<file path="src/rtl/l1_refill_arbiter_pkg.sv">
// Shared AXI definitions for the L1 refill path: bus widths, refill burst length
// and the read/write FSM state encodings used by the arbiter and its write buffer.
`ifndef AXI_ADDR_BITS
`define AXI_ADDR_BITS 32
`endif
`ifndef AXI_DATA_BITS
`define AXI_DATA_BITS 32
`endif
`ifndef AXI_STRB_BITS
`define AXI_STRB_BITS 4
`endif

package l1_refill_arbiter_pkg;

    localparam int AXI_ADDR_W    = `AXI_ADDR_BITS;
    localparam int AXI_DATA_W    = `AXI_DATA_BITS;
    localparam int AXI_STRB_W    = `AXI_STRB_BITS;
    localparam int BEATS_DEFAULT = 4;

    typedef enum logic [2:0] {
        sIDLE,
        sAR_IM,
        sR_IM,
        sAR_DM,
        sR_DM
    } rd_state_t;

    typedef enum logic [1:0] {
        sW_IDLE,
        sW_REQ,
        sW_RESP
    } wr_state_t;

    function automatic int beat_cnt_w(input int beats);
        return (beats > 1) ? $clog2(beats) : 1;
    endfunction

endpackage

</file>
<file path="src/rtl/l1_refill_arbiter_if.sv">
// Requester-side and shared-master signals of the L1 refill arbiter.
// master = arbiter view, slave = requesters plus memory side.
interface l1_refill_arbiter_if import l1_refill_arbiter_pkg::*; ();

    logic                  im_ARvalid;
    logic [AXI_ADDR_W-1:0] im_read_addr;
    logic                  dm_ARvalid;
    logic [AXI_ADDR_W-1:0] dm_read_addr;
    logic                  dm_AWvalid;
    logic [AXI_ADDR_W-1:0] dm_write_addr;
    logic [AXI_DATA_W-1:0] dm_write_data;
    logic [AXI_STRB_W-1:0] dm_bweb;

    logic                  im_rvalid;
    logic                  dm_rvalid;
    logic                  im_rlast;
    logic                  dm_rlast;
    logic [AXI_DATA_W-1:0] im_rdata;
    logic [AXI_DATA_W-1:0] dm_rdata;
    logic                  dm_write_done;

    logic                  m_ARvalid;
    logic [AXI_ADDR_W-1:0] m_ARaddr;
    logic                  m_ARready;
    logic                  m_Rvalid;
    logic [AXI_DATA_W-1:0] m_Rdata;
    logic                  m_Rlast;
    logic                  m_AWvalid;
    logic [AXI_ADDR_W-1:0] m_AWaddr;
    logic [AXI_DATA_W-1:0] m_Wdata;
    logic [AXI_STRB_W-1:0] m_Wstrb;
    logic                  m_AWready;
    logic                  m_Bvalid;

    modport master (
        input  im_ARvalid, im_read_addr, dm_ARvalid, dm_read_addr,
        input  dm_AWvalid, dm_write_addr, dm_write_data, dm_bweb,
        output im_rvalid, dm_rvalid, im_rlast, dm_rlast, im_rdata, dm_rdata,
        output dm_write_done,
        output m_ARvalid, m_ARaddr,
        input  m_ARready, m_Rvalid, m_Rdata, m_Rlast,
        output m_AWvalid, m_AWaddr, m_Wdata, m_Wstrb,
        input  m_AWready, m_Bvalid
    );

    modport slave (
        output im_ARvalid, im_read_addr, dm_ARvalid, dm_read_addr,
        output dm_AWvalid, dm_write_addr, dm_write_data, dm_bweb,
        input  im_rvalid, dm_rvalid, im_rlast, dm_rlast, im_rdata, dm_rdata,
        input  dm_write_done,
        input  m_ARvalid, m_ARaddr,
        output m_ARready, m_Rvalid, m_Rdata, m_Rlast,
        input  m_AWvalid, m_AWaddr, m_Wdata, m_Wstrb,
        output m_AWready, m_Bvalid
    );

endinterface

</file>
<file path="src/rtl/l1_write_buffer.sv">
// Single-entry DM write buffer: captures one write, runs the AW/W then B handshake,
// and reports whether a write is still in flight.
//
// state   | meaning
// sW_IDLE | no write outstanding, accepts dm_AWvalid
// sW_REQ  | m_AWvalid held with captured addr/data/strobes until m_AWready
// sW_RESP | AW/W accepted, waiting for m_Bvalid
module l1_write_buffer import l1_refill_arbiter_pkg::*; (
    input  logic                  clk,
    input  logic                  rst,
    input  logic                  dm_AWvalid,
    input  logic [AXI_ADDR_W-1:0] dm_write_addr,
    input  logic [AXI_DATA_W-1:0] dm_write_data,
    input  logic [AXI_STRB_W-1:0] dm_bweb,
    input  logic                  m_AWready,
    input  logic                  m_Bvalid,
    output logic                  m_AWvalid,
    output logic [AXI_ADDR_W-1:0] m_AWaddr,
    output logic [AXI_DATA_W-1:0] m_Wdata,
    output logic [AXI_STRB_W-1:0] m_Wstrb,
    output logic                  dm_write_done,
    output logic                  wr_idle
);

    wr_state_t             wr_state;
    logic [AXI_ADDR_W-1:0] addr_q;
    logic [AXI_DATA_W-1:0] data_q;
    logic [AXI_STRB_W-1:0] strb_q;

    always_ff @(posedge clk or posedge rst) begin
        if (rst) begin
            wr_state <= sW_IDLE;
            addr_q   <= '0;
            data_q   <= '0;
            strb_q   <= '0;
        end else begin
            case (wr_state)
                sW_IDLE: begin
                    if (dm_AWvalid) begin
                        addr_q   <= dm_write_addr;
                        data_q   <= dm_write_data;
                        strb_q   <= dm_bweb;
                        wr_state <= sW_REQ;
                    end
                end
                sW_REQ: begin
                    if (m_AWready) wr_state <= sW_RESP;
                end
                sW_RESP: begin
                    if (m_Bvalid) wr_state <= sW_IDLE;
                end
                default: wr_state <= sW_IDLE;
            endcase
        end
    end

    // Payload is only presented while the request is live so idle/reset outputs read zero.
    assign m_AWvalid     = (wr_state == sW_REQ);
    assign m_AWaddr      = m_AWvalid ? addr_q : '0;
    assign m_Wdata       = m_AWvalid ? data_q : '0;
    assign m_Wstrb       = m_AWvalid ? strb_q : '0;
    assign wr_idle       = (wr_state == sW_IDLE);
    assign dm_write_done = wr_idle && !dm_AWvalid;

endmodule

</file>
<file path="src/rtl/l1_refill_arbiter.sv">
// Arbitrates IM and DM line refills onto one shared AXI read master and passes
// DM writes through a single-entry write buffer with read-after-write ordering.
//
// state  | meaning
// sIDLE  | no read in flight, picks an eligible pending requester
// sAR_IM | m_ARvalid with the IM line address, waiting for m_ARready
// sR_IM  | read beats routed to IM until m_Rlast
// sAR_DM | m_ARvalid with the DM line address, waiting for m_ARready
// sR_DM  | read beats routed to DM until m_Rlast
module l1_refill_arbiter import l1_refill_arbiter_pkg::*; #(
    parameter int BEATS = BEATS_DEFAULT
) (
    input logic                 clk,
    input logic                 rst,
    l1_refill_arbiter_if.master bus
);

    localparam int            BW        = beat_cnt_w(BEATS);
    localparam logic [BW-1:0] LAST_BEAT = BW'(BEATS - 1);

    rd_state_t             rd_state;
    logic                  im_pend;
    logic                  dm_pend;
    logic [AXI_ADDR_W-1:0] im_addr_q;
    logic [AXI_ADDR_W-1:0] dm_addr_q;
    logic                  rr_last_im;
    logic [BW-1:0]         beat_cnt;
    logic                  wr_idle;

    logic in_r;
    logic rd_done;
    logic im_busy;
    logic dm_busy;
    logic im_take;
    logic dm_take;
    logic im_elig;
    logic dm_elig;
    logic grant_im;
    logic grant_dm;

    assign in_r    = (rd_state == sR_IM) || (rd_state == sR_DM);
    assign rd_done = in_r && bus.m_Rvalid && bus.m_Rlast;
    assign im_busy = (rd_state == sAR_IM) || (rd_state == sR_IM);
    assign dm_busy = (rd_state == sAR_DM) || (rd_state == sR_DM);

    // A requester may re-request in the very cycle its own burst finishes.
    assign im_take = bus.im_ARvalid && !im_pend && (!im_busy || (rd_state == sR_IM && rd_done));
    assign dm_take = bus.dm_ARvalid && !dm_pend && (!dm_busy || (rd_state == sR_DM && rd_done));

    // DM reads wait for any outstanding DM write so they observe its data.
    assign im_elig  = im_pend;
    assign dm_elig  = dm_pend && wr_idle;
    assign grant_dm = (rd_state == sIDLE) && dm_elig && (!im_elig || rr_last_im);
    assign grant_im = (rd_state == sIDLE) && im_elig && !grant_dm;

    always_ff @(posedge clk or posedge rst) begin
        if (rst) begin
            im_pend   <= 1'b0;
            dm_pend   <= 1'b0;
            im_addr_q <= '0;
            dm_addr_q <= '0;
        end else begin
            if (grant_im) begin
                im_pend <= 1'b0;
            end else if (im_take) begin
                im_pend   <= 1'b1;
                im_addr_q <= bus.im_read_addr;
            end
            if (grant_dm) begin
                dm_pend <= 1'b0;
            end else if (dm_take) begin
                dm_pend   <= 1'b1;
                dm_addr_q <= bus.dm_read_addr;
            end
        end
    end

    always_ff @(posedge clk or posedge rst) begin
        if (rst) begin
            rd_state   <= sIDLE;
            rr_last_im <= 1'b1;
            beat_cnt   <= '0;
        end else begin
            case (rd_state)
                sIDLE: begin
                    beat_cnt <= '0;
                    if (grant_dm)      rd_state <= sAR_DM;
                    else if (grant_im) rd_state <= sAR_IM;
                end
                sAR_IM: begin
                    if (bus.m_ARready) rd_state <= sR_IM;
                end
                sAR_DM: begin
                    if (bus.m_ARready) rd_state <= sR_DM;
                end
                sR_IM, sR_DM: begin
                    if (bus.m_Rvalid) begin
                        if (bus.m_Rlast) begin
                            rd_state   <= sIDLE;
                            rr_last_im <= (rd_state == sR_IM);
                            beat_cnt   <= '0;
                        end else if (beat_cnt != LAST_BEAT) begin
                            beat_cnt <= beat_cnt + 1'b1;
                        end
                        // A beat at LAST_BEAT without m_Rlast is a slave protocol error;
                        // the count saturates and only m_Rlast ends the burst.
                    end
                end
                default: rd_state <= sIDLE;
            endcase
        end
    end

    assign bus.m_ARvalid = (rd_state == sAR_IM) || (rd_state == sAR_DM);
    assign bus.m_ARaddr  = (rd_state == sAR_IM) ? im_addr_q :
                           (rd_state == sAR_DM) ? dm_addr_q : '0;

    assign bus.im_rvalid = (rd_state == sR_IM) && bus.m_Rvalid;
    assign bus.im_rlast  = (rd_state == sR_IM) && bus.m_Rlast;
    assign bus.im_rdata  = (rd_state == sR_IM) ? bus.m_Rdata : '0;
    assign bus.dm_rvalid = (rd_state == sR_DM) && bus.m_Rvalid;
    assign bus.dm_rlast  = (rd_state == sR_DM) && bus.m_Rlast;
    assign bus.dm_rdata  = (rd_state == sR_DM) ? bus.m_Rdata : '0;

    l1_write_buffer u_wbuf (
        .clk           (clk),
        .rst           (rst),
        .dm_AWvalid    (bus.dm_AWvalid),
        .dm_write_addr (bus.dm_write_addr),
        .dm_write_data (bus.dm_write_data),
        .dm_bweb       (bus.dm_bweb),
        .m_AWready     (bus.m_AWready),
        .m_Bvalid      (bus.m_Bvalid),
        .m_AWvalid     (bus.m_AWvalid),
        .m_AWaddr      (bus.m_AWaddr),
        .m_Wdata       (bus.m_Wdata),
        .m_Wstrb       (bus.m_Wstrb),
        .dm_write_done (bus.dm_write_done),
        .wr_idle       (wr_idle)
    );

endmodule

</file>
<file path="src/flat_wrapper.sv">
// flat-port wrapper written by rule: the top's interface ports become plain ports
module l1_refill_arbiter_flat import l1_refill_arbiter_pkg::*;
#(
    parameter int BEATS = BEATS_DEFAULT
)
  (clk, rst, bus_im_ARvalid, bus_im_read_addr, bus_dm_ARvalid, bus_dm_read_addr, bus_dm_AWvalid, bus_dm_write_addr, bus_dm_write_data, bus_dm_bweb, bus_im_rvalid, bus_dm_rvalid, bus_im_rlast, bus_dm_rlast, bus_im_rdata, bus_dm_rdata, bus_dm_write_done, bus_m_ARvalid, bus_m_ARaddr, bus_m_ARready, bus_m_Rvalid, bus_m_Rdata, bus_m_Rlast, bus_m_AWvalid, bus_m_AWaddr, bus_m_Wdata, bus_m_Wstrb, bus_m_AWready, bus_m_Bvalid);
  l1_refill_arbiter_if bus_i ();
  input logic clk;
  input logic rst;
  input wire logic [$bits(bus_i.im_ARvalid)-1:0] bus_im_ARvalid;
  input wire logic [$bits(bus_i.im_read_addr)-1:0] bus_im_read_addr;
  input wire logic [$bits(bus_i.dm_ARvalid)-1:0] bus_dm_ARvalid;
  input wire logic [$bits(bus_i.dm_read_addr)-1:0] bus_dm_read_addr;
  input wire logic [$bits(bus_i.dm_AWvalid)-1:0] bus_dm_AWvalid;
  input wire logic [$bits(bus_i.dm_write_addr)-1:0] bus_dm_write_addr;
  input wire logic [$bits(bus_i.dm_write_data)-1:0] bus_dm_write_data;
  input wire logic [$bits(bus_i.dm_bweb)-1:0] bus_dm_bweb;
  output wire logic [$bits(bus_i.im_rvalid)-1:0] bus_im_rvalid;
  output wire logic [$bits(bus_i.dm_rvalid)-1:0] bus_dm_rvalid;
  output wire logic [$bits(bus_i.im_rlast)-1:0] bus_im_rlast;
  output wire logic [$bits(bus_i.dm_rlast)-1:0] bus_dm_rlast;
  output wire logic [$bits(bus_i.im_rdata)-1:0] bus_im_rdata;
  output wire logic [$bits(bus_i.dm_rdata)-1:0] bus_dm_rdata;
  output wire logic [$bits(bus_i.dm_write_done)-1:0] bus_dm_write_done;
  output wire logic [$bits(bus_i.m_ARvalid)-1:0] bus_m_ARvalid;
  output wire logic [$bits(bus_i.m_ARaddr)-1:0] bus_m_ARaddr;
  input wire logic [$bits(bus_i.m_ARready)-1:0] bus_m_ARready;
  input wire logic [$bits(bus_i.m_Rvalid)-1:0] bus_m_Rvalid;
  input wire logic [$bits(bus_i.m_Rdata)-1:0] bus_m_Rdata;
  input wire logic [$bits(bus_i.m_Rlast)-1:0] bus_m_Rlast;
  output wire logic [$bits(bus_i.m_AWvalid)-1:0] bus_m_AWvalid;
  output wire logic [$bits(bus_i.m_AWaddr)-1:0] bus_m_AWaddr;
  output wire logic [$bits(bus_i.m_Wdata)-1:0] bus_m_Wdata;
  output wire logic [$bits(bus_i.m_Wstrb)-1:0] bus_m_Wstrb;
  input wire logic [$bits(bus_i.m_AWready)-1:0] bus_m_AWready;
  input wire logic [$bits(bus_i.m_Bvalid)-1:0] bus_m_Bvalid;
  assign bus_i.im_ARvalid = bus_im_ARvalid;
  assign bus_i.im_read_addr = bus_im_read_addr;
  assign bus_i.dm_ARvalid = bus_dm_ARvalid;
  assign bus_i.dm_read_addr = bus_dm_read_addr;
  assign bus_i.dm_AWvalid = bus_dm_AWvalid;
  assign bus_i.dm_write_addr = bus_dm_write_addr;
  assign bus_i.dm_write_data = bus_dm_write_data;
  assign bus_i.dm_bweb = bus_dm_bweb;
  assign bus_im_rvalid = bus_i.im_rvalid;
  assign bus_dm_rvalid = bus_i.dm_rvalid;
  assign bus_im_rlast = bus_i.im_rlast;
  assign bus_dm_rlast = bus_i.dm_rlast;
  assign bus_im_rdata = bus_i.im_rdata;
  assign bus_dm_rdata = bus_i.dm_rdata;
  assign bus_dm_write_done = bus_i.dm_write_done;
  assign bus_m_ARvalid = bus_i.m_ARvalid;
  assign bus_m_ARaddr = bus_i.m_ARaddr;
  assign bus_i.m_ARready = bus_m_ARready;
  assign bus_i.m_Rvalid = bus_m_Rvalid;
  assign bus_i.m_Rdata = bus_m_Rdata;
  assign bus_i.m_Rlast = bus_m_Rlast;
  assign bus_m_AWvalid = bus_i.m_AWvalid;
  assign bus_m_AWaddr = bus_i.m_AWaddr;
  assign bus_m_Wdata = bus_i.m_Wdata;
  assign bus_m_Wstrb = bus_i.m_Wstrb;
  assign bus_i.m_AWready = bus_m_AWready;
  assign bus_i.m_Bvalid = bus_m_Bvalid;
  l1_refill_arbiter #(.BEATS(BEATS)) u_core (.clk(clk), .rst(rst), .bus(bus_i));
endmodule
</file>
<file path="config.mk">
export PLATFORM = sky130hd
export DESIGN_NAME = l1_refill_arbiter_flat
export DESIGN_NICKNAME = d
export VERILOG_FILES = /design/src/rtl/l1_refill_arbiter_pkg.sv /design/src/rtl/l1_refill_arbiter_if.sv /design/src/rtl/l1_write_buffer.sv /design/src/rtl/l1_refill_arbiter.sv /design/src/flat_wrapper.sv
export SDC_FILE = /design/constraint.sdc
export NUM_CORES = 1
export LEC_CHECK = 0
export ABC_CLOCK_PERIOD_IN_PS = 5400
export BUFFER_PORTS_ARGS = -buffer_cell sky130_fd_sc_hd__buf_2
export CAP_MARGIN = 20
export CORE_AREA = 3 3 132 134
export CTS_CLUSTER_SIZE = 10
export DETAILED_ROUTE_END_ITERATION = 8
export DIE_AREA = 0 0 135 137
export HOLD_SLACK_MARGIN = 0.15
export PLACE_DENSITY = 0.74
export SLEW_MARGIN = 20
export SYNTH_ARGS = -nofsm -noshare
export SYNTH_HDL_FRONTEND = slang
export SYNTH_SLANG_ARGS = --single-unit
</file>
<file path="constraint.sdc">
create_clock -name clk -period 5.4 [get_ports clk]
set_clock_uncertainty 0.05 [all_clocks]
set_input_delay 1.08 -clock clk [delete_from_list [all_inputs] [get_ports clk]]
set_output_delay 1.08 -clock clk [all_outputs]
set_load 0.02 [all_outputs]
</file>
**After elaboration in Yosys (flattened, before gate mapping)**

Cells that the tools add are included.

- $add $sub $neg: 0
- Multiply operators: 0
- Divide/modulo/power cells: 0
- Magnitude comparators: 0
- Equality and inequality tests: 14
- Shift-type cells: 0
- Muxes and demuxes: 22
- Bitwise logic cells: 2
- Reduce and logical (&&, ||, !) cells: 42

Operators by type and width:

| kind | number |
|---|---|
| $mux W32 | 6 |
| $logic_and A1 B1 Y1 | 18 |
| $mux W3 | 6 |
| $ne A2 B2 Y1 const B | 7 |
| $pmux W3 S4 | 1 |
| $logic_or A1 B1 Y1 | 7 |
| $eq A3 B2 Y1 const B | 2 |
| $logic_not A1 Y1 | 6 |
| $mux W2 | 3 |
| $pmux W2 S3 | 1 |
| $reduce_and A2 Y1 | 3 |
| $reduce_and A3 Y1 | 2 |
| $reduce_and A5 Y1 | 1 |
| $mux W1 | 4 |
| $mux W4 | 1 |
| $reduce_bool A2 Y1 | 2 |
| $eq A3 B1 Y1 const B | 1 |
| $eq A3 B3 Y1 const B | 1 |
| $logic_not A3 Y1 | 1 |
| $ne A3 B1 Y1 const B | 1 |
| $eq A2 B1 Y1 const B | 1 |
| $eq A2 B2 Y1 const B | 1 |
| $logic_not A2 Y1 | 1 |
| $not A1 Y1 | 2 |
| $reduce_or A2 Y1 | 1 |

- Flip-flop bits (word level): 140
- Latch bits: 0
- RAM bits: 0
- ROM bits: 0
- Input bits: 174
- Output and inout bits: 171
- Word-level logic and storage cells: 90
- Memories kept: 0

**Depth between registers and ports, before layout**

- Depth in word-level cells: 9
- Mapped depth: 7
- Gate-level depth less buffers: 4

**Modules after synthesis**

A second synthesis with hierarchy kept.

- Cell total of the unflattened synthesis: 546
- Area total of the unflattened synthesis: 6,906.6 sq um

By module, submodules not included:

| module | times used | cells each | area an instance (sq um) | sequential area each (sq um) |
|---|---|---|---|---|
| l1_refill_arbiter | 1 | 316 | 3,818.7 | 1,752.9 |
| l1_write_buffer | 1 | 230 | 3,088.0 | 1,751.7 |

**Worst setup path before layout**

OpenSTA, ideal clock, no wires.

- Path kind: flip-flop to output port
- Start point: register u_core.rd_state[0]
- End point: output port bus_dm_rdata[10]
- Data arrival time: 1.545 ns
- Data required time: 4.270 ns
- Path slack: 2.725 ns
- Cell stages (with the launch flop): 5
- Path buffers: 2
- Cell sequence: dfrtp_1 > nor3b_1 > clkbuf_1 > clkbuf_1 > and2_1

- Word-level cells in the longest chain between the ends: 2

RTL lines:

| element | RTL line | source |
|---|---|---|
| start: declaration | l1_refill_arbiter.sv:21 | `rd_state_t rd_state;` |
| start signal: assignment | l1_refill_arbiter.sv:80 | `rd_state <= sIDLE;` |
| start signal: assignment | l1_refill_arbiter.sv:87 | `if (grant_dm) rd_state <= sAR_DM;` |
| start signal: assignment | l1_refill_arbiter.sv:88 | `else if (grant_im) rd_state <= sAR_IM;` |
| $eq A3 B3 Y1 | l1_refill_arbiter.sv:123 | `assign bus.dm_rdata = (rd_state == sR_DM) ? bus.m_Rdata : '0;` |
| $mux W32 | l1_refill_arbiter.sv:123 |  |
| end: declaration | flat_wrapper.sv:23 | `output wire logic [$bits(bus_i.dm_rdata)-1:0] bus_dm_rdata;` |

No other way between the ends.

**Worst setup path after layout**

- Start point: register u_core.rd_state[1]
- End point: output port bus_im_rdata[30]

- Word-level cells in the longest chain between the ends: 2

RTL lines:

| element | RTL line | source |
|---|---|---|
| $eq A3 B2 Y1 | l1_refill_arbiter.sv:120 | `assign bus.im_rdata = (rd_state == sR_IM) ? bus.m_Rdata : '0;` |
| $mux W32 | l1_refill_arbiter.sv:120 |  |
| end: declaration | flat_wrapper.sv:22 | `output wire logic [$bits(bus_i.im_rdata)-1:0] bus_im_rdata;` |

No other way between the ends.

==> flow_summary.rst <==
.. list-table::
   :header-rows: 1

   * - Metric
     - Value
   * - Outcome
     - completed
   * - Final period demand of the worst path
     - 3.646 ns
   * - Fraction of layout instances using a drive strength above 1
     - a little over half
   * - Clock insertion delay at the later pin of the skew report
     - 0.42 ns
   * - Leak Pwr
     - roughly 5 nW
   * - Category of the worst setup path capture point
     - output port
   * - Synthesized area per cell
     - between 10 and 15 µm²
   * - CTS Buffer Depth
     - 2
   * - Length in cells of the worst reg-to-reg path
     - 5
   * - Effective utilization at floorplan
     - a little over two fifths
   * - Clock sink total
     - 140
   * - Portion of synthesized cell area occupied by the leading cell type
     - between 50 and 60%
   * - Remaining antenna violation count
     - 0
   * - Critical register-to-register path startpoint
     - u_core.rd_state[1]
   * - Buffer type at the clock tree root
     - sky130_fd_sc_hd__clkbuf_16
   * - Count of vias placed by the detailed router
     - ~5400
   * - Switching power of the nets
     - roughly 0.0023 W
   * - Count of fill cells added during filler insertion
     - ~1400
   * - Synth warnings
     - 0
   * - Sequential cell fraction of total power
     - 32.3%
   * - Worst VDD drop
     - 308.3 µV
   * - Count of endpoints failing hold in the final timing report
     - 0
   * - Largest net degree at the start of global routing
     - about 110
   * - Placer Congestion
     - about 0.86
   * - Endpoint, Worst Hold
     - u_core.dm_addr_q[15]
   * - Cell types with the largest area share after synthesis
     - sky130_fd_sc_hd__dfrtp_1 51%, sky130_fd_sc_hd__and2_1 13%, sky130_fd_sc_hd__mux2_2 11%
   * - Startpoint Class
     - register
   * - Io pins
     - about 350
   * - Most frequent cells in the layout
     - 344 x sky130_fd_sc_hd__buf_2, 138 x sky130_fd_sc_hd__dfrtp_1, 136 x sky130_fd_sc_hd__and2_1
   * - HPWL reported at the end of detailed placement
     - about 15000 µm
   * - Class of the worst hold path
     - register to register
   * - Power density normalized to cell area
     - 624.2 mW/mm²
   * - Cell count of the worst hold path
     - 1
   * - Proportion of power drawn by combinational gates
     - a little under half
   * - Slew margin rel.
     - approximately 35%
   * - Hold buffer count at cts
     - 0
   * - Clock share of power
     - a little over a fifth
   * - Final Max Slew Viols
     - 0
   * - Type of the worst setup path
     - register to output port
   * - Post-CTS clock slew at the launch and capture registers of the worst setup and hold paths
     - roughly 0.06 ns
   * - Net Count, Synth
     - ~720
   * - Cell taking the most area after synthesis
     - sky130_fd_sc_hd__dfrtp_1
   * - Final period util
     - around two thirds
   * - First-pass DRT Iterations
     - 4
   * - Critical hold path startpoint
     - u_core.dm_addr_q[15]
   * - Initial antenna violation count
     - 8
   * - Share of the yosys chip area belonging to registers
     - about half
   * - Detailed-route wire length per cell
     - roughly 18 µm
   * - Number of cell rows
     - 47
   * - # Max-Cap Violations
     - 0
   * - Total internal power
     - 0.003595 W
   * - Post-CTS repair timing setup buffer count
     - 0
   * - Slew at the pin closest to its max-slew limit
     - approximately 0.97 ns
   * - Wire length of the first global-routing pass
     - between 20000 and 30000 µm
   * - Overall fraction of global-route tracks in use
     - around a fifth
   * - Number of cells upsized or downsized after cts
     - 0
   * - Maximum frequency from static timing analysis
     - around 270 MHz
   * - Critical path required time
     - between 4 and 5 ns
   * - Area growth from synthesis to layout
     - 36.97%
   * - Die outline area
     - around 0.018 mm²
   * - Setup_tns
     - 0 ns
   * - Final net count
     - ~1100
   * - Number of failing setup endpoints in the final timing report
     - 0
   * - Library cells used by synthesis
     - 34
   * - Total wire length after detailed routing
     - 19880 µm
   * - Reg-to-reg setup timing slack
     - 2.52 ns
   * - Vias in the first global route
     - ~5600
   * - Worst r2r dst
     - u_core.dm_addr_q[9]
   * - Number of buffers inserted during clock tree synthesis
     - 17
   * - Sw Ratio
     - 38.65%
   * - Largest fanout on the critical path
     - 35
   * - Post-route DRC violation count
     - 0
   * - H-tree level count
     - 4
   * - Number of instances in the synthesized netlist
     - ~550
   * - Sum of overflow across all layers after global routing
     - 0
   * - Worst hold margin
     - about 0.43 ns
   * - DRC marker count from the first detailed-route iteration
     - 241
   * - Die span in x
     - between 100 and 150 µm
   * - CTS tree
     - done
   * - Via density per instance
     - 4.773
   * - Count of buffers from port buffering
     - 344
   * - Setup repair after global routing missed its margin
     - false
   * - Post-Synthesis Cell Area
     - approximately 0.0069 mm²
   * - Placeable core region
     - around 0.016 mm²
   * - Most frequent standard cell in the layout excluding fill and tap cells
     - sky130_fd_sc_hd__buf_2
   * - Die height
     - 137 µm
   * - Core Util, Final
     - between 50% and 60%
   * - Critical Path AT
     - 2.52 ns
   * - Flops & latches, synth
     - 140
## how the worst max path moves through the flow
stage,from,slack (ns),end
CTS,u_core.rd_state[1],1.72,bus_im_rdata[14]
detailed placement,u_core.rd_state[1],2.18,bus_im_rdata[14]
global route,u_core.rd_state[1],1.61,bus_im_rdata[14]
global placement,u_core.rd_state[1],2.27,bus_im_rdata[26]
finish,u_core.rd_state[1],1.75,bus_im_rdata[30]
floorplan,rst,0.52,u_core.dm_addr_q[0]
## metal layers
metal	share of wire [%]	vias to the layer above	GRT usage, %	routed length [µm]
met5	0	-	0	0
met4	2.9	0	9.351	586
met3	9.9	30	8.419	1974
met2	51	256	36.66	10130
met1	36	2562	21.85	7190
li1	-	2526	-	-
## synth_stat cells
library cell / count
sky130_fd_sc_hd__o22ai_1: 1
sky130_fd_sc_hd__inv_4: 1
sky130_fd_sc_hd__nand4_1: 2
sky130_fd_sc_hd__and2_1: 137
sky130_fd_sc_hd__a21o_1: 1
sky130_fd_sc_hd__a21oi_1: 2
sky130_fd_sc_hd__nor3b_2: 1
sky130_fd_sc_hd__mux2_4: 29
sky130_fd_sc_hd__o21a_1: 1
sky130_fd_sc_hd__dfrtp_1: 139
sky130_fd_sc_hd__nor3b_1: 1
sky130_fd_sc_hd__nor3_1: 2
sky130_fd_sc_hd__a221oi_1: 2
sky130_fd_sc_hd__buf_2: 11
sky130_fd_sc_hd__xnor2_1: 1
sky130_fd_sc_hd__a221o_1: 1
sky130_fd_sc_hd__inv_1: 5
sky130_fd_sc_hd__mux2_1: 35
sky130_fd_sc_hd__nand2b_1: 5
sky130_fd_sc_hd__nor2b_1: 1
sky130_fd_sc_hd__mux2_2: 68
sky130_fd_sc_hd__clkbuf_1: 19
sky130_fd_sc_hd__or3_1: 1
sky130_fd_sc_hd__buf_6: 3
sky130_fd_sc_hd__a31oi_1: 1
sky130_fd_sc_hd__nor2_1: 33
sky130_fd_sc_hd__a221oi_4: 1
sky130_fd_sc_hd__mux2i_1: 32
sky130_fd_sc_hd__dfstp_2: 1
sky130_fd_sc_hd__o21ai_0: 2
sky130_fd_sc_hd__nand3_1: 1
sky130_fd_sc_hd__nand2_1: 2
sky130_fd_sc_hd__a32o_1: 2
sky130_fd_sc_hd__buf_4: 5
## per-stage QoR
step | setup WS, ns | cells | cell area, µm² | total power (W)
4_1_cts | 1.716 | 1116 | 9361 | 0.005926
5_1_grt | 1.614 | 1122 | 9376 | 0.006225
3_5_place_dp | 2.176 | 1084 | 8741 | 0.004665
3_3_place_gp | 2.265 | 1084 | 8741 | 0.004592
6_report | 1.754 | 1126 | 9387 | 0.005859
2_1_floorplan | 0.5188 | 549 | 6853 | 0.003853
## cell type report
cell class              instances  area, µm²  area share (%)
diodes                         10      25.02          0.2666
clock buffers                  19      442.9           4.719
clock inverters                13      177.7           1.893
inverters                       6      30.03          0.3199
multi-input cells             365       3141           33.46
flip-flops and latches        140       3506           37.35
well taps                     220      275.3           2.933
repair buffers                353       1789           19.06
## flip-flops by register name, indices dropped and copies added, names as in the netlist
| name | flops |
|---|---|
| u_core.dm_addr_q | 32 |
| u_core.im_addr_q | 32 |
| u_core.u_wbuf.addr_q | 32 |
| u_core.u_wbuf.data_q | 32 |
| u_core.u_wbuf.strb_q | 4 |
| u_core.rd_state | 3 |
| u_core.u_wbuf.wr_state | 2 |
| u_core.dm_pend | 1 |
| u_core.im_elig | 1 |
| u_core.rr_last_im | 1 |
## critical path, cell delays in order (launching register included)
cell                      delay (ns)
sky130_fd_sc_hd__dfrtp_2        0.67
sky130_fd_sc_hd__buf_4          0.47
sky130_fd_sc_hd__nor3b_2        0.29
sky130_fd_sc_hd__buf_4          0.31
sky130_fd_sc_hd__and2_1         0.18
sky130_fd_sc_hd__buf_2          0.16
## cell families after synthesis
group	after synthesis	synth area share [%]
AND/OR/NAND/NOR	186	15.76
multiplexers	164	27.95
flip-flops	140	51.14
buffers and inverters	44	3.250
AO/OA/AOI/OAI	14	1.771
XOR/XNOR	1	0.1278
## power by group through the flow
| stage | Clock [W] | Sequential (W) | Combinational (W) |
|---|---|---|---|
| floorplan | 0 | 0.00178 | 0.00207 |
| global placement | 0 | 0.00188 | 0.00271 |
| detailed placement | 0 | 0.00191 | 0.00275 |
| CTS | 0.00126 | 0.00190 | 0.00277 |
| global route | 0.00130 | 0.00197 | 0.00295 |
| finish | 0.00123 | 0.00189 | 0.00273 |
Power figures use the tool's default switching activity.
